===== config.mk =====
export PLATFORM = sky130hd
export DESIGN_NAME = ifetch_stage
export DESIGN_NICKNAME = d
export VERILOG_FILES = /design/src/rtl/ifetch_stage.sv
export SDC_FILE = /design/constraint.sdc
export NUM_CORES = 1
export LEC_CHECK = 0
export CELL_PAD_IN_SITES_DETAIL_PLACEMENT = 0
export CELL_PAD_IN_SITES_GLOBAL_PLACEMENT = 1
export CORE_MARGIN = 3
export CORE_UTILIZATION = 34
export DETAILED_ROUTE_END_ITERATION = 8
export PLACE_DENSITY = 0.9
export SLEW_MARGIN = 30
export SYNTH_ARGS = -nofsm -noshare
export SYNTH_HDL_FRONTEND = slang
export SYNTH_SLANG_ARGS = --single-unit

===== constraint.sdc =====
create_clock -name clk -period 2.5 [get_ports clk]
set_input_delay 0.375 -clock clk [delete_from_list [all_inputs] [get_ports clk]]
set_output_delay 0.375 -clock clk [all_outputs]
set_load 0.02 [all_outputs]

===== src/rtl/ifetch_stage.sv =====
// ifetch_stage: instruction-fetch stage of the MIPS pipeline.
// Holds the PC, drives the word address into a combinational-read
// instruction memory and captures the returned word into the IF/ID
// register. A taken redirect squashes the word fetched in the same cycle,
// so there is no delay slot.
module ifetch_stage #(
  parameter logic [31:0] RESET_PC  = 32'h0000_0000,
  parameter logic [31:0] NOP_INSTR = 32'h0000_0000
) (
  input  logic        clk,
  input  logic        rst_n,
  output logic [6:0]  imem_addr,
  input  logic [31:0] imem_data,
  input  logic        stall,
  input  logic        flush,
  input  logic        br_taken,
  input  logic [31:0] br_target,
  output logic [31:0] pc,
  output logic [31:0] if_instr,
  output logic [31:0] if_pc,
  output logic [31:0] if_pc4,
  output logic        if_valid,
  output logic [31:0] fetch_count
);

  logic [31:0] pc_plus4;
  logic [31:0] br_aligned;

  // The low two target bits are masked rather than trapped on.
  assign br_aligned = br_target & 32'hFFFF_FFFC;
  assign pc_plus4   = pc + 32'd4;
  assign imem_addr  = pc[8:2];

  // Redirect beats stall beats flush; only a plain fetch captures a real word.
  always_ff @(posedge clk or negedge rst_n) begin
    if (!rst_n) begin
      pc          <= RESET_PC;
      if_instr    <= NOP_INSTR;
      if_pc       <= 32'h0000_0000;
      if_pc4      <= 32'h0000_0000;
      if_valid    <= 1'b0;
      fetch_count <= 32'h0000_0000;
    end else if (br_taken) begin
      pc       <= br_aligned;
      if_instr <= NOP_INSTR;
      if_valid <= 1'b0;
    end else if (stall && flush) begin
      if_instr <= NOP_INSTR;
      if_valid <= 1'b0;
    end else if (stall) begin
      pc       <= pc;
      if_valid <= if_valid;
    end else if (flush) begin
      pc       <= pc_plus4;
      if_instr <= NOP_INSTR;
      if_valid <= 1'b0;
    end else begin
      pc          <= pc_plus4;
      if_instr    <= imem_data;
      if_pc       <= pc;
      if_pc4      <= pc_plus4;
      if_valid    <= 1'b1;
      fetch_count <= fetch_count + 32'd1;
    end
  end

endmodule


==> impl_results.md <==
* Status: finished clean
* FF+latch area at 3880 µm²
* Max-Cap Viols at 0
* CTS Sinks at 155
* DRT Pass-1 Iters at 5
* Vias in the first global route at 5990
* Die area at 22800 µm²
* Syn Inst Count at 728
* Slew HR at 50.5%
* Die height at 151 µm
* Post-DP HPWL at 15500 µm
* Leak at 0.00432 µW
* Total power at 7580 µW
* Dpl cell area at 9830 µm²
* Final setup fails at 0
* Synthesized area per cell at 9.82 µm²
* DRT iter0 DRCs at 360
* Pins over their slew limit at 0
* Area Overhead vs Synth at 46.6%
* First-pass GRT wire length at 33600 µm
* Final nets at 1024
* Tot GR Track Use at 18.9%
* CTS Buf Count at 17
* Yosys top cell area share at 54.3%
* Post-CTS setup buffers at 0
* Crit Path Max Fanout at 14
* Synth Warn # at 0
* Sum of negative setup slack at 0 ns
* CTS clk-pin slew, worst paths at 0.07 ns
* Avg WL per Cell at 17.6 µm
* Worst Tran Pin Value at 0.737 ns
* Initial Util at 35.0%
* Core Region at 20400 µm²
* Worst vdd ir at 0.000421 V
* Mapped Area at 7150 µm²
* Layout fillers at 1912
* CTS tree: done
* Core Util, Final at 51.3%
* Largest net degree at the start of global routing at 57
* Final hold vios at 0
* CTS root buffer: clkbuf_16
* Final WL at 21800 µm
* Number of synthesized register bits at 155
* PD cells at 724 nW/µm²
* Worst Path Arrival at 2.54 ns
* Pre-CTS worst setup slack at 0.174 ns
* Post-route ant nets at 0
* DRC at 0
* Synth top area cells: dfrtp_1 (54%), nand2_1 (7.9%), xnor2_1 (6.0%)
* Number of port buffers at 228
* Post-route clock skew at 0.0108 ns
* Chip Width at 151 µm
* Initial antenna violation count at 0
* IO Pins at 237
* Share of the yosys chip area belonging to registers at 54.3%
* FMAX at 0.451 GHz
* Top_reg_cell synth: dfrtp_1
* Crit Path Class: register to register
* Area occupied by multi-input gates at 2950 µm²
* CP Data Required Time at 2.83 ns
* Fin crit period at 2.22 ns
* Gr ovfl total at 0
* Startpoint Class: register
* Final Instance Area at 10500 µm²
* Vias at 6230
* Worst setup EP type: register
* Ys async rst share at 100%
* Vias per cell at 5.04
* Fin crit share at 88.6%
* Post-synth top area cell: dfrtp_1
* PnR worst setup slack at 0.284 ns
* Row Count at 52
* RSZ-0062 raised after global routing: false
* Htree depth at 4
* Ratio of cells with drive above 1 in the final layout at 8.59%
* Max Buffers Root-to-Sink at 2
* Worst Hold Class: input pin to async pin
* Yosys cell types at 44
* Clk_lat worst skew at 0.42 ns
* Number of flops mapped to enable cells by yosys at 0
* Routability Congestion at 0.765
* Diodes inserted at 0
## cells in the final DEF (no fill, tap or decap), types with 3 or more instances in the layout
cell type	instances
or4_1	18
inv_1	3
nand2_1	150
nor2_1	38
and4_1	4
or3_1	17
nor4_1	11
o31ai_1	9
nand3_1	19
o21ai_0	46
nand4_1	23
conb_1	6
a22o_1	32
dfrtp_1	155
clkdlybuf4s50_1	227
xor2_1	9
inv_6	4
bufinv_16	4
buf_12	4
buf_4	39
nor3_1	10
and3_1	5
clkbuf_16	17
a31oi_1	27
xnor2_1	49
## report_power, final
part | leakage (µW) | total (µW) | switching (µW) | internal, µW
Clock | 0.000302 | 2800 | 1090 | 1710
Sequential | 0.00196 | 3010 | 227 | 2780
Combinational | 0.00206 | 1770 | 941 | 827
## worst max-delay path: stages, from the launching register on
cell,delay (ns)
dfrtp_1,0.53
nand4_4,0.19
or4_1,0.75
or4_1,0.46
a31oi_1,0.20
## logic make-up after synthesis
| kind of cell | after synthesis | share of synthesized area [%] |
|---|---|---|
| muxes | 1 | 0.140 |
| buffers and inverters | 74 | 4.89 |
| and+or+nand+nor | 316 | 21.9 |
| DFF | 155 | 54.3 |
| other | 1 | 0.0525 |
| xor gates and xnor gates | 58 | 7.11 |
| AOI/OAI and AO/OA | 121 | 11.3 |
| adders and majority gates | 2 | 0.350 |
## registers in the layout, indices dropped and copies added (netlist names)
signal,flops
fetch_count,32
if_instr,32
if_pc4,30
if_pc,30
pc,30
if_valid,1
## cell type report
| class | count | share of cell area (%) |
|---|---|---|
| inverter | 3 | 0.108 |
| multi-input combinational | 504 | 28.1 |
| sequential | 155 | 37.0 |
| timing repair buffer | 272 | 25.5 |
| tap | 270 | 3.23 |
| clock buffer | 20 | 4.27 |
| clock inverter | 12 | 1.76 |
## per-layer routing
metal,vias up,part of all wire (%),GRT usage (%)
li1,2992,-,-
met1,3012,45,26.2
met2,212,45,29.1
met3,14,8.2,5.75
met4,0,0.98,4.62
met5,-,0,0
## through the flow
| stage | hold slack, ns | cells |
|---|---|---|
| finish | 0.465 | 1236 |
| global route | 0.494 | 1236 |
| CTS | 0.462 | 1236 |
| detailed placement | 0.342 | 1203 |
| global placement | 0.346 | 1203 |
| floorplan | 0.0794 | 733 |
## worst paths after layout
path / startpoint / depth (start not counted) / end / slack (ns)
max reg2reg: pc[8] / 4 / pc[29] / 0.28
min: rst_n / 2 / fetch_count[24] / 0.46
min reg2reg: if_pc[13] / 2 / if_pc[13] / 0.47
min in group clk: if_pc[13] / 2 / if_pc[13] / 0.47
max: pc[8] / 4 / pc[29] / 0.28
max in group asynchronous: rst_n / 3 / if_pc[3] / 1.32
## synthesized netlist by cell type (3+ instances only)
master / number
a22o_1: 32
a31oi_1: 27
and3_1: 5
and4_1: 4
buf_2: 6
buf_4: 14
clkbuf_1: 46
clkbuf_2: 3
dfrtp_1: 155
inv_1: 3
nand2_1: 150
nand3_1: 19
nand4_1: 23
nor2_1: 38
nor3_1: 11
nor4_1: 11
o21ai_0: 46
o31ai_1: 9
or3_1: 18
or4_1: 18
xnor2_1: 49
xor2_1: 9
## repair_timing
item                                    CTS  global route
gates resized for setup                   0             0
hold buffers                              1             0
endpoints found under the hold margin    48             0
endpoints found under the setup margin    0             0
Power figures use the tool's default switching activity.
